==> src/rtl/encout_if.sv <==
// Encoder-output channel bundle: ENCOUT register settings in,
// quadrature pins and status out.
interface encout_if #(
    parameter int CNT_W = 16
);
    logic             i_ence;
    logic             i_pol;
    logic [CNT_W-1:0] i_posmax;
    logic [CNT_W-1:0] i_pdcnt;
    logic [CNT_W-1:0] i_edgecnt;
    logic [CNT_W-1:0] i_poscnt_int;
    logic             i_cmd_load;
    logic             o_enc_a;
    logic             o_enc_b;
    logic [CNT_W-1:0] o_poscnt_cur;
    logic             o_busy;
    logic             o_done;
    logic             o_ovr;

    modport master (
        output i_ence, i_pol, i_posmax, i_pdcnt,
        output i_edgecnt, i_poscnt_int, i_cmd_load,
        input  o_enc_a, o_enc_b, o_poscnt_cur,
        input  o_busy, o_done, o_ovr
    );

    modport slave (
        input  i_ence, i_pol, i_posmax, i_pdcnt,
        input  i_edgecnt, i_poscnt_int, i_cmd_load,
        output o_enc_a, o_enc_b, o_poscnt_cur,
        output o_busy, o_done, o_ovr
    );
endinterface

==> src/rtl/encout_seq_ctrl.sv <==
// Encoder-output sequencer: emits a signed burst of quadrature edges
// at a fixed pitch and tracks the wrapped position.
module encout_seq_ctrl #(
    parameter int CNT_W = 16
) (
    input  logic i_pclk,
    input  logic i_prst,
    encout_if.slave bus
);
    typedef enum logic [1:0] {
        S_IDLE,
        S_RUN,
        S_DONE
    } state_t;

    localparam logic [CNT_W-1:0] ONE  = {{(CNT_W-1){1'b0}}, 1'b1};
    localparam logic [CNT_W-1:0] ZERO = '0;

    state_t           r_state;
    state_t           w_next;
    logic             r_ence_d;
    logic             r_dir;
    logic [1:0]       r_q;
    logic [CNT_W-1:0] r_pos;
    logic [CNT_W-1:0] r_tmr;
    logic [CNT_W-1:0] r_rem;
    logic [CNT_W-1:0] r_pd;
    logic             r_a;
    logic             r_b;

    logic             w_rise;
    logic             w_start;
    logic             w_edge;
    logic [CNT_W-1:0] w_abs;
    logic [1:0]       w_qn;
    logic [CNT_W-1:0] w_posn;

    assign w_rise = bus.i_ence & ~r_ence_d;
    assign w_abs  = bus.i_edgecnt[CNT_W-1] ? (~bus.i_edgecnt + ONE)
                                           : bus.i_edgecnt;

    always_comb begin
        w_next  = r_state;
        w_start = 1'b0;
        w_edge  = 1'b0;
        unique case (r_state)
            S_IDLE: begin
                if (bus.i_cmd_load) begin
                    w_start = 1'b1;
                    if (w_abs == ZERO || bus.i_pdcnt == ZERO)
                        w_next = S_DONE;
                    else
                        w_next = S_RUN;
                end
            end
            S_RUN: begin
                if (r_tmr == ZERO) begin
                    w_edge = 1'b1;
                    if (r_rem == ONE)
                        w_next = S_DONE;
                end
            end
            S_DONE:  w_next = S_IDLE;
            default: w_next = S_IDLE;
        endcase
        // Disable wins over everything: abort silently to IDLE
        if (!bus.i_ence) begin
            w_next  = S_IDLE;
            w_start = 1'b0;
            w_edge  = 1'b0;
        end
    end

    always_comb begin
        w_qn   = r_q;
        w_posn = r_pos;
        if (!r_dir) begin
            unique case (r_q)
                2'b00:   w_qn = 2'b10;
                2'b10:   w_qn = 2'b11;
                2'b11:   w_qn = 2'b01;
                default: w_qn = 2'b00;
            endcase
            w_posn = (r_pos == bus.i_posmax) ? ZERO : r_pos + ONE;
        end else begin
            unique case (r_q)
                2'b00:   w_qn = 2'b01;
                2'b01:   w_qn = 2'b11;
                2'b11:   w_qn = 2'b10;
                default: w_qn = 2'b00;
            endcase
            w_posn = (r_pos == ZERO) ? bus.i_posmax : r_pos - ONE;
        end
    end

    always_ff @(posedge i_pclk) begin
        if (i_prst) begin
            r_state  <= S_IDLE;
            r_ence_d <= 1'b0;
            r_dir    <= 1'b0;
            r_q      <= 2'b00;
            r_pos    <= ZERO;
            r_tmr    <= ZERO;
            r_rem    <= ZERO;
            r_pd     <= ZERO;
            r_a      <= 1'b0;
            r_b      <= 1'b0;
        end else begin
            r_state  <= w_next;
            r_ence_d <= bus.i_ence;
            r_a      <= r_q[1] ^ bus.i_pol;
            r_b      <= r_q[0] ^ bus.i_pol;
            if (w_rise) begin
                r_pos <= bus.i_poscnt_int;
                r_q   <= 2'b00;
            end
            if (!bus.i_ence) begin
                r_tmr <= ZERO;
                r_rem <= ZERO;
            end else if (w_start) begin
                r_dir <= bus.i_edgecnt[CNT_W-1];
                r_rem <= w_abs;
                r_pd  <= bus.i_pdcnt;
                r_tmr <= bus.i_pdcnt - ONE;
            end else if (w_edge) begin
                r_q   <= w_qn;
                r_pos <= w_posn;
                r_tmr <= r_pd - ONE;
                r_rem <= r_rem - ONE;
            end else if (r_state == S_RUN) begin
                r_tmr <= r_tmr - ONE;
            end
        end
    end

    assign bus.o_enc_a      = r_a;
    assign bus.o_enc_b      = r_b;
    assign bus.o_poscnt_cur = r_pos;
    assign bus.o_busy       = (r_state == S_RUN);
    assign bus.o_done       = (r_state == S_DONE);
    assign bus.o_ovr        = bus.i_cmd_load & ~i_prst
                            & ((r_state != S_IDLE) | ~bus.i_ence);
endmodule

==> src/flat_wrapper.sv <==
// flat-port wrapper written by rule: the top's interface ports become plain ports
module encout_seq_ctrl_flat 
#(
    parameter int CNT_W = 16
)
  (i_pclk, i_prst, bus_i_ence, bus_i_pol, bus_i_posmax, bus_i_pdcnt, bus_i_edgecnt, bus_i_poscnt_int, bus_i_cmd_load, bus_o_enc_a, bus_o_enc_b, bus_o_poscnt_cur, bus_o_busy, bus_o_done, bus_o_ovr);
  encout_if #(.CNT_W(CNT_W)) bus_i ();
  input  logic i_pclk;
  input  logic i_prst;
  input wire logic [$bits(bus_i.i_ence)-1:0] bus_i_ence;
  input wire logic [$bits(bus_i.i_pol)-1:0] bus_i_pol;
  input wire logic [$bits(bus_i.i_posmax)-1:0] bus_i_posmax;
  input wire logic [$bits(bus_i.i_pdcnt)-1:0] bus_i_pdcnt;
  input wire logic [$bits(bus_i.i_edgecnt)-1:0] bus_i_edgecnt;
  input wire logic [$bits(bus_i.i_poscnt_int)-1:0] bus_i_poscnt_int;
  input wire logic [$bits(bus_i.i_cmd_load)-1:0] bus_i_cmd_load;
  output wire logic [$bits(bus_i.o_enc_a)-1:0] bus_o_enc_a;
  output wire logic [$bits(bus_i.o_enc_b)-1:0] bus_o_enc_b;
  output wire logic [$bits(bus_i.o_poscnt_cur)-1:0] bus_o_poscnt_cur;
  output wire logic [$bits(bus_i.o_busy)-1:0] bus_o_busy;
  output wire logic [$bits(bus_i.o_done)-1:0] bus_o_done;
  output wire logic [$bits(bus_i.o_ovr)-1:0] bus_o_ovr;
  assign bus_i.i_ence = bus_i_ence;
  assign bus_i.i_pol = bus_i_pol;
  assign bus_i.i_posmax = bus_i_posmax;
  assign bus_i.i_pdcnt = bus_i_pdcnt;
  assign bus_i.i_edgecnt = bus_i_edgecnt;
  assign bus_i.i_poscnt_int = bus_i_poscnt_int;
  assign bus_i.i_cmd_load = bus_i_cmd_load;
  assign bus_o_enc_a = bus_i.o_enc_a;
  assign bus_o_enc_b = bus_i.o_enc_b;
  assign bus_o_poscnt_cur = bus_i.o_poscnt_cur;
  assign bus_o_busy = bus_i.o_busy;
  assign bus_o_done = bus_i.o_done;
  assign bus_o_ovr = bus_i.o_ovr;
  encout_seq_ctrl #(.CNT_W(CNT_W)) u_core (.i_pclk(i_pclk), .i_prst(i_prst), .bus(bus_i));
endmodule
==> config.mk <==
export PLATFORM = sky130hd
export DESIGN_NAME = encout_seq_ctrl_flat
export DESIGN_NICKNAME = d
export VERILOG_FILES = /design/src/rtl/encout_if.sv /design/src/rtl/encout_seq_ctrl.sv /design/src/flat_wrapper.sv
export SDC_FILE = /design/constraint.sdc
export NUM_CORES = 1
export LEC_CHECK = 0
export ABC_AREA = 0
export BUFFER_PORTS_ARGS = -buffer_cell sky130_fd_sc_hd__buf_4
export CORE_ASPECT_RATIO = 1.1
export CORE_MARGIN = 3
export CORE_UTILIZATION = 33
export DETAILED_ROUTE_END_ITERATION = 8
export PLACE_DENSITY_LB_ADDON = 0.05
export SETUP_SLACK_MARGIN = 0.2
export SLEW_MARGIN = 20
export SYNTH_ARGS = -nofsm -noshare
export SYNTH_HDL_FRONTEND = slang
export SYNTH_SLANG_ARGS = --single-unit
==> constraint.sdc <==
create_clock -name i_pclk -period 2.95 [get_ports i_pclk]
set_input_delay 0.1475 -clock i_pclk [delete_from_list [all_inputs] [get_ports i_pclk]]
set_output_delay 0.1475 -clock i_pclk [all_outputs]
set_load 0.05 [all_outputs]
==> impl_metrics.json, run 1 <==
{
  "p_sw_mw": 1.06,
  "vdd_ir_drop_max_mv": 0.244,
  "overflow": 0,
  "hold_class": "primary input to flop",
  "core_mm2": 0.0154,
  "drt-pass1-iter-count": 5,
  "ant_nets": 0,
  "fillers": 1622,
  "pwr-share-clk_pct": 34.9,
  "clock_sinks": 72,
  "synth_top_cell_by_area": "dfxtp_1",
  "dp.cells": 964,
  "track_usage_pct": 20.4,
  "wl_per_cell_um": 18.5,
  "yosysWarningCount": 0,
  "synthesis.area_mm2": 0.00530,
  "via_per_inst": 5.68,
  "path_max_fanout": 7,
  "p_per_area_mw_per_mm2": 481,
  "setup_slack_ns": 0.363,
  "worstSetupEndpointType": "flop",
  "setup_viol": 0,
  "cts_buffers": 9,
  "start_kind": "flop",
  "cts_buffer_depth": 2,
  "portBuffers": 89,
  "grt_use_met3_pct": 2.50,
  "row_count": 47,
  "top_usage_layer": "met2",
  "holdWs_ns": 0.0525,
  "async_flop_share_pct": 0,
  "worst_pin_slew_ns": 0.947,
  "drtIter0Drc": 379,
  "seqPwrFrac_pct": 34.6,
  "clk_pin_slew_ns": 0.06,
  "cp.required_ns": 3.23,
  "finalCritPeriodShare_pct": 87.7,
  "synth.top_cell.area_share_pct": 27.2,
  "fin_nets": 855,
  "post-synth-top-count-cell": "nand2_1",
  "n_antenna_cell": 0,
  "use_met1_pct": 26.6,
  "die_h_um": 139,
  "totalWireLength_mm": 18.2,
  "synth_edf_count": 0,
  "placed_cell_area_mm2": 0.00626,
  "synth_cells": 702,
  "ys_types": 62,
  "cts_root_buf": "clkbuf_16",
  "grt_pass1_vias": 5469,
  "initial_core_util_pct": 34.4,
  "status": "complete, no violations",
  "drive_above_1_share_pct": 20.4,
  "p_int_mw": 2.09,
  "fin_area_mm2": 0.00656,
  "antenna_found_initial": 0,
  "tns_ns": 0,
  "finalPower_mw": 3.15,
  "die_area_mm2": 0.0176,
  "htree_levels": 3,
  "synth_area_per_cell_um2": 7.55,
  "path_class": "flop to flop",
  "rsz0062_at_grt": "yes",
  "slew_headroom_pct": 36.6,
  "synth_nets": 778,
  "synth-seq-area-share_pct": 27.2,
  "dpl.hpwl_mm": 13.2,
  "io_pins": 90,
  "drv_cap": 0,
  "cts_tree": "built",
  "vias": 5556,
  "met2_usage_pct": 33.4,
  "grt_pass1_wl_mm": 29.0,
  "fmax_mhz": 387,
  "p_sw_share_pct": 33.7,
  "synth_common_cells": "80 x nand2_1, 72 x dfxtp_1, 66 x nor2_1",
  "pwr-share-comb_pct": 30.5,
  "place_ws_ns": 0.370,
  "die_w_um": 127,
  "ys.flop_type": "dfxtp_1",
  "arrival_ns": 2.87,
  "synth_area_leaders": "dfxtp_1 27%, xnor2_1 6.8%, nand2_1 5.7%, a21oi_1 4.8%, a211oi_1 4.8%",
  "clock_latency_ns": 0.34,
  "power.leakage_nw": 2.58,
  "fin_cells": 979,
  "slew_violations": 0,
  "hold_viol": 0,
  "grt_max_degree": 40,
  "worst_clock_skew_ns": 0.00801,
  "area_delta_synth_final_pct": 23.7,
  "postLayoutCoreUtil_pct": 42.6,
  "ys_ff_latch": 72,
  "period_minus_slack_ns": 2.59,
  "drc_errors": 0,
  "globalplace.congestion": 0.937
}
## cell families after synthesis
family,after synthesis,synth area share (%)
multiplexers,21,4.01
flip-flops,72,27.2
AO/OA/AOI/OAI,176,22.9
buffers and inverters,70,5.12
adder cells (fa/ha/maj),7,1.65
XOR/XNOR,70,11.6
AND/OR/NAND/NOR,286,27.6
## final cells by class
class | count | area (µm²) | share of cell area [%]
timing repair buffer | 121 | 908 | 13.9
multi-input combinational | 560 | 3620 | 55.2
tap | 196 | 245 | 3.74
inverter | 15 | 56.3 | 0.859
sequential | 72 | 1440 | 22.0
clock buffer | 11 | 243 | 3.70
clock inverter | 4 | 45.0 | 0.687
## placed cells by master, fill, tap and decap left out, types with 4 or more instances in the layout
cell type / netlist / routed
nor2_1: 66 / 65
o41ai_1: 7 / 7
nand4_1: 14 / 14
nor3_1: 20 / 19
o211a_1: 4 / 4
a221oi_1: 13 / 13
nor2b_1: 7 / 6
or2_2: 7 / 7
clkbuf_16: 0 / 9
xor2_1: 29 / 29
nand2b_1: 7 / 7
o31ai_1: 7 / 7
or4_1: 8 / 8
nor4_1: 14 / 14
dfxtp_1: 72 / 72
o21ai_0: 16 / 16
a211oi_1: 34 / 34
a31oi_1: 4 / 4
and3_1: 10 / 10
inv_1: 15 / 15
a21oi_1: 51 / 51
o211ai_1: 6 / 6
xnor2_1: 41 / 41
and2_1: 5 / 5
ha_1: 7 / 7
buf_4: 0 / 121
or3_1: 8 / 8
nand2_1: 80 / 80
o22ai_1: 6 / 6
mux2i_1: 19 / 19
nand3_1: 22 / 22
## registers in the layout, summed over array words and instances (netlist names)
register,count
u_core.bus.o_enc_a,1
u_core.r_state,2
u_core.r_tmr,16
u_core.r_q,2
u_core.bus.o_enc_b,1
u_core.r_dir,1
u_core.bus.o_poscnt_cur,16
u_core.r_ence_d,1
u_core.r_pd,16
u_core.r_rem,16
## path summary, 6_finish.rpt
kind	start	to	slack (ns)	depth (start not counted)
worst max-delay path	u_core.r_state[1]$_SDFFE_PP0P_	u_core.r_tmr[12]$_SDFFE_PP0P_	0.36	12
worst min-delay path	bus_i_pol	u_core.bus.o_enc_b$_SDFF_PP0_	0.05	3
worst max register to register	u_core.r_state[1]$_SDFFE_PP0P_	u_core.r_tmr[12]$_SDFFE_PP0P_	0.36	12
worst min register to register	u_core.r_pd[7]$_SDFFE_PP0P_	u_core.r_pd[7]$_SDFFE_PP0P_	0.46	2
## power groups by stage
stage | registers [mW] | logic (mW) | clock network, mW
after floorplan | 1.15 | 0.577 | 0
after global placement | 1.11 | 0.951 | 0
after detailed placement | 1.11 | 0.956 | 0
after CTS | 1.09 | 0.961 | 1.14
after global routing | 1.10 | 1.06 | 1.17
final | 1.09 | 0.962 | 1.10
## repair_timing
item,in CTS,in global routing
gates resized for setup,0,2
hold buffers,0,0
buffers inserted,0,0
setup endpoints to repair,0,6
## critical path: stages, from the launching register on
cell	delay, ns
dfxtp_1	0.47
and3b_1	0.29
nand2_1	0.23
nor2_2	0.10
nand2_1	0.07
and3_1	0.18
ha_1	0.19
nand3_1	0.08
a21oi_1	0.12
buf_4	0.19
nand2_1	0.08
or4_1	0.42
nand3_1	0.10
## layer usage
metal / vias up / share of wire (%) / wire [µm]
li1: 2722 / - / -
met1: 2621 / 45 / 8120
met2: 177 / 48 / 8650
met3: 36 / 4.8 / 868
met4: 0 / 2.8 / 517
met5: - / 0 / 0
Note: power is estimated with default switching activity, not from simulation.
==> inputs of run 2 (changes only) <==
- CTS_BUF_LIST: unset -> sky130_fd_sc_hd__clkbuf_8
==> run 2 against run 1 <==
Core utilization shrank 0.66 points; critical path depth is the same; hold slack lost 0.023 ns; worst setup slack gained 0.019 ns; critical endpoint unchanged; non-clock buffer count is the same; highest routed layer unchanged; global-route usage shrank 0.11 points; first-iteration DRC count shrank 9.5%; register-to-register slack gained 0.02 ns.
==> impl_metrics.json, run 2 (synthesis gave the netlist of run 1 again) <==
{
  "finalCritPeriodShare_pct": 87.0,
  "start_kind": "flop",
  "setup_slack_ns": 0.382,
  "wl_per_cell_um": 18.5,
  "holdWs_ns": 0.0299,
  "track_usage_pct": 20.3,
  "period_minus_slack_ns": 2.57,
  "rr_endpoint": "u_core.r_tmr[12]$_SDFFE_PP0P_",
  "grt_use_met3_pct": 2.50,
  "via_per_inst": 5.65,
  "postLayoutCoreUtil_pct": 41.9,
  "n_antenna_cell": 0,
  "die_area_mm2": 0.0176,
  "die_w_um": 127,
  "antenna_found_initial": 0,
  "drt-pass1-iter-count": 5,
  "layout.cells.most_common": "buf_4",
  "totalWireLength_mm": 18.1,
  "fmax_mhz": 389,
  "worst_pin_slew_ns": 0.929,
  "arrival_ns": 2.87,
  "cts_buffers": 9,
  "placed_cell_area_mm2": 0.00626,
  "ant_nets": 0,
  "cts_root_buf": "clkbuf_8",
  "slew_headroom_pct": 37.8,
  "path_max_fanout": 7,
  "seqCellArea_mm2": 0.00144,
  "drtIter0Drc": 343,
  "worstSetupEndpointType": "flop",
  "drc_errors": 0,
  "hold_buffers": 0,
  "hold_class": "primary input to flop",
  "vdd_ir_drop_max_mv": 0.222,
  "min-delay-start": "bus_i_pol",
  "clock_sinks": 72,
  "cp.required_ns": 3.25,
  "area_delta_synth_final_pct": 21.8,
  "crit_start": "u_core.r_state[1]$_SDFFE_PP0P_",
  "use_met1_pct": 26.7,
  "dp.cells": 964,
  "finalPower_mw": 2.86,
  "globalplace.congestion": 0.937,
  "power.leakage_nw": 2.53,
  "slew_violations": 0,
  "dpl.hpwl_mm": 13.2,
  "r2r_slack_ns": 0.38,
  "r2r.worst_path.cells": 12,
  "io_pins": 90,
  "fin_cells": 979,
  "cts_post_setup_buffers_inserted": 0,
  "hold_viol": 0,
  "status": "complete, no violations",
  "p_per_area_mw_per_mm2": 442,
  "clock_latency_ns": 0.37,
  "cts_buffer_depth": 2,
  "cp-endpoint": "u_core.r_tmr[12]$_SDFFE_PP0P_",
  "drv_cap": 0,
  "portBuffers": 89,
  "path_class": "flop to flop",
  "core_mm2": 0.0154,
  "tns_ns": 0,
  "r2r_start": "u_core.r_state[1]$_SDFFE_PP0P_",
  "top_usage_layer": "met2",
  "fin_area_mm2": 0.00646,
  "overflow": 0,
  "place_ws_ns": 0.370,
  "worst_clock_skew_ns": 0.0139,
  "rsz0062_at_grt": "yes",
  "htree_levels": 3,
  "grt_pass1_vias": 5457,
  "initial_core_util_pct": 34.4,
  "final_cell_mix": "121 x buf_4, 80 x nand2_1, 72 x dfxtp_1",
  "cts_repair_resize_count": 0,
  "grt_max_degree": 40,
  "fillers": 1637,
  "clk_pin_slew_ns": 0.08,
  "drive_above_1_share_pct": 20.4,
  "multiInputGateArea_mm2": 0.00362,
  "setup_viol": 0,
  "fin_nets": 855,
  "die_h_um": 139,
  "row_count": 47,
  "grt_pass1_wl_mm": 29.0,
  "vias": 5535,
  "met2_usage_pct": 33.3,
  "cts_tree": "built"
}
## run 2: worst min-delay path by stage
stage,end,depth (start not counted)
after floorplan,u_core.r_pd[12]$_SDFFE_PP0P_,2
after global placement,u_core.bus.o_enc_a$_SDFF_PP0_,3
after detailed placement,u_core.bus.o_enc_b$_SDFF_PP0_,3
after CTS,u_core.bus.o_enc_b$_SDFF_PP0_,3
after global routing,u_core.r_pd[10]$_SDFFE_PP0P_,3
final,u_core.bus.o_enc_b$_SDFF_PP0_,3
## run 2: critical path, cell delays in order (launching register included)
cell and delay, ns:
dfxtp_1 0.48, and3b_1 0.29, nand2_1 0.23, nor2_2 0.10, nand2_1 0.07, and3_1 0.18, ha_1 0.19, nand3_1 0.08
a21oi_1 0.12, buf_4 0.18, nand2_1 0.07, or4_1 0.42, nand3_1 0.09
## run 2: power by group
| part | internal, mW | switching, mW |
|---|---|---|
| sequential | 1.02 | 0.0659 |
| combinational | 0.397 | 0.565 |
| clock | 0.402 | 0.402 |
## run 2: area by class of cell
cell class	instances	area share, %
flip-flops and latches	72	22.3
clock inverters	5	0.756
well taps	196	3.80
clock buffers	10	2.13
multi-input cells	560	56.0
inverters	15	0.872
repair buffers	121	14.1
## run 2: routing by layer
metal  share of wire [%]  wire length [µm]
met1                  45              8170
met2                  48              8660
met3                 4.3               775
met4                 2.7               484
met5                   0                 0
==> inputs of run 3 (changes only) <==
- CORE_ASPECT_RATIO: 1.1 -> 1.75
- HOLD_SLACK_MARGIN: unset -> 0.02
==> run 3 against run 2 <==
Global-route usage increased by 0.81 points; via count up 1.1%; first-iteration DRC count down 28%; largest power group unchanged; total power rose by 6.1%; wire length is 3.2% higher; critical endpoint is now u_core.r_tmr[14]$_SDFFE_PP0P_; cell count decreased by 0.61%; maximum frequency about the same; register-to-register slack is essentially flat; design area up 1.1%; sequential share of layout area down 0.21 points.
==> impl_metrics.json, run 3 (synthesis gave the netlist of run 1 again) <==
{
  "cp_slowest_stage_delay_ns": 0.55,
  "rsz0062_at_grt": "no",
  "via_per_inst": 5.75,
  "die_area_mm2": 0.0177,
  "worst_pin_slew_ns": 0.839,
  "vias": 5594,
  "fillers": 1643,
  "row_count": 60,
  "path_class": "flop to flop",
  "drc_errors": 0,
  "crit_path_cell_trace": "nor3_1 > nand4_1 > buf_4 > o21ai_0 > nor2_1 > nand4_1 > xnor2_1 > a211oi_1",
  "final_cell_mix": "125 x buf_4, 80 x nand2_1, 70 x dfxtp_1",
  "clk_pin_slew_ns": 0.09,
  "worstSetupEndpointType": "flop",
  "portBuffers": 89,
  "status": "complete, no violations",
  "pwr-share-comb_pct": 32.6,
  "placed_cell_area_mm2": 0.00628,
  "initial_core_util_pct": 34.1,
  "fin_nets": 859,
  "p_int_mw": 1.99,
  "track_usage_pct": 21.1,
  "power.leakage_nw": 2.57,
  "grt_max_degree": 40,
  "drtIter0Drc": 247,
  "die_w_um": 102,
  "layout.cells.most_common": "buf_4",
  "totalWireLength_mm": 18.7,
  "p_sw_share_pct": 34.4,
  "slew_violations": 0,
  "cp_slowest_cell": "o21ai_0",
  "htree_levels": 3,
  "vdd_ir_drop_max_mv": 0.269,
  "path_max_fanout": 8,
  "p_sw_mw": 1.04,
  "clock_latency_ns": 0.36,
  "period_minus_slack_ns": 2.57,
  "globalplace.congestion": 0.893,
  "cts_buffers": 9,
  "cts_buffer_depth": 2,
  "die_h_um": 174,
  "arrival_ns": 2.83,
  "ant_nets": 0,
  "drt-pass1-iter-count": 4,
  "hold_buffers": 0,
  "finalPower_mw": 3.03,
  "cts_root_buf": "clkbuf_8",
  "grt_pass1_vias": 5633,
  "n_antenna_cell": 0,
  "wl_per_cell_um": 19.2,
  "drv_cap": 0,
  "cpMostUsedCell": "nand4_1",
  "worst_clock_skew_ns": 0.0142,
  "clock_sinks": 72,
  "dp.cells": 958,
  "drive_above_1_share_pct": 21.1,
  "postLayoutCoreUtil_pct": 42.0,
  "hold_viol": 0,
  "hold_class": "primary input to flop",
  "fmax_mhz": 389,
  "grt_pass1_wl_mm": 29.5,
  "setup_viol": 0,
  "core_mm2": 0.0155,
  "tns_ns": 0,
  "area_delta_synth_final_pct": 23.2,
  "fin_cells": 973,
  "dpl.hpwl_mm": 13.9,
  "p_per_area_mw_per_mm2": 464,
  "cp.required_ns": 3.21,
  "pwr-share-clk_pct": 31.6,
  "cts_tree": "built",
  "fin_area_mm2": 0.00653,
  "finalCritPeriodShare_pct": 87.1,
  "antenna_found_initial": 0,
  "seqPwrFrac_pct": 35.8,
  "io_pins": 90,
  "start_kind": "flop",
  "slew_headroom_pct": 43.9,
  "overflow": 0
}
## run 3: final cells by class
class                           instances  area [µm²]  share of cell area (%)
Clock buffer                            9         124                    1.90
Sequential cell                        72        1440                    22.1
Tap cell                              186         233                    3.56
Timing Repair Buffer                  125         938                    14.4
Multi-Input combinational cell        560        3620                    55.5
Inverter                               15        56.3                   0.862
Clock inverter                          6         110                    1.69
## run 3: power by group through the flow
stage / clock [mW] / combinational [mW] / sequential, mW
global route: 1.03 / 1.08 / 1.09
floorplan: 0 / 0.577 / 1.15
CTS: 0.982 / 0.988 / 1.08
global placement: 0 / 0.980 / 1.11
finish: 0.957 / 0.989 / 1.08
detailed placement: 0 / 0.984 / 1.11
## run 3: worst max-delay path: cells and delay by family (launching register included)
kind                   cells  cell delay (ns)
AND/OR/NAND/NOR            4             1.01
AO/OA/AOI/OAI              2             0.81
flip-flops                 1             0.37
buffers and inverters      1             0.22
XOR/XNOR                   1             0.07
## run 3: path summary, 6_finish.rpt
| path | slack [ns] | startpoint | depth (start not counted) | end |
|---|---|---|---|---|
| worst max register to register | 0.38 | u_core.r_tmr[9]$_SDFFE_PP0P_ | 8 | u_core.r_tmr[14]$_SDFFE_PP0P_ |
| worst min register to register | 0.46 | u_core.r_pd[7]$_SDFFE_PP0P_ | 2 | u_core.r_pd[7]$_SDFFE_PP0P_ |
| worst min-delay path | 0.04 | bus_i_pol | 3 | u_core.bus.o_enc_b$_SDFF_PP0_ |
| worst max-delay path | 0.38 | u_core.r_tmr[9]$_SDFFE_PP0P_ | 8 | u_core.r_tmr[14]$_SDFFE_PP0P_ |
## run 3: routing by layer
layer / track usage (%) / part of all wire [%] / vias up
met5: 0 / 0 / -
met4: 8.70 / 3.3 / 0
met3: 2.82 / 3.4 / 39
met2: 38.5 / 54 / 139
met1: 23.9 / 40 / 2691
li1: - / - / 2725
## run 3: through the flow
| stage | hold slack [ns] | setup slack [ns] |
|---|---|---|
| final | 0.0401 | 0.382 |
| after global routing | 0.0362 | 0.168 |
| after CTS | 0.0223 | 0.316 |
| after detailed placement | 0.420 | 0.329 |
| after global placement | 0.399 | 0.319 |
| after floorplan | 0.283 | 0.256 |
## run 3: timing repair
| action | in CTS | in global routing |
|---|---|---|
| endpoints found under the setup margin | 0 | 4 |
| gates resized for setup | 0 | 4 |
| buffers inserted | 0 | 0 |
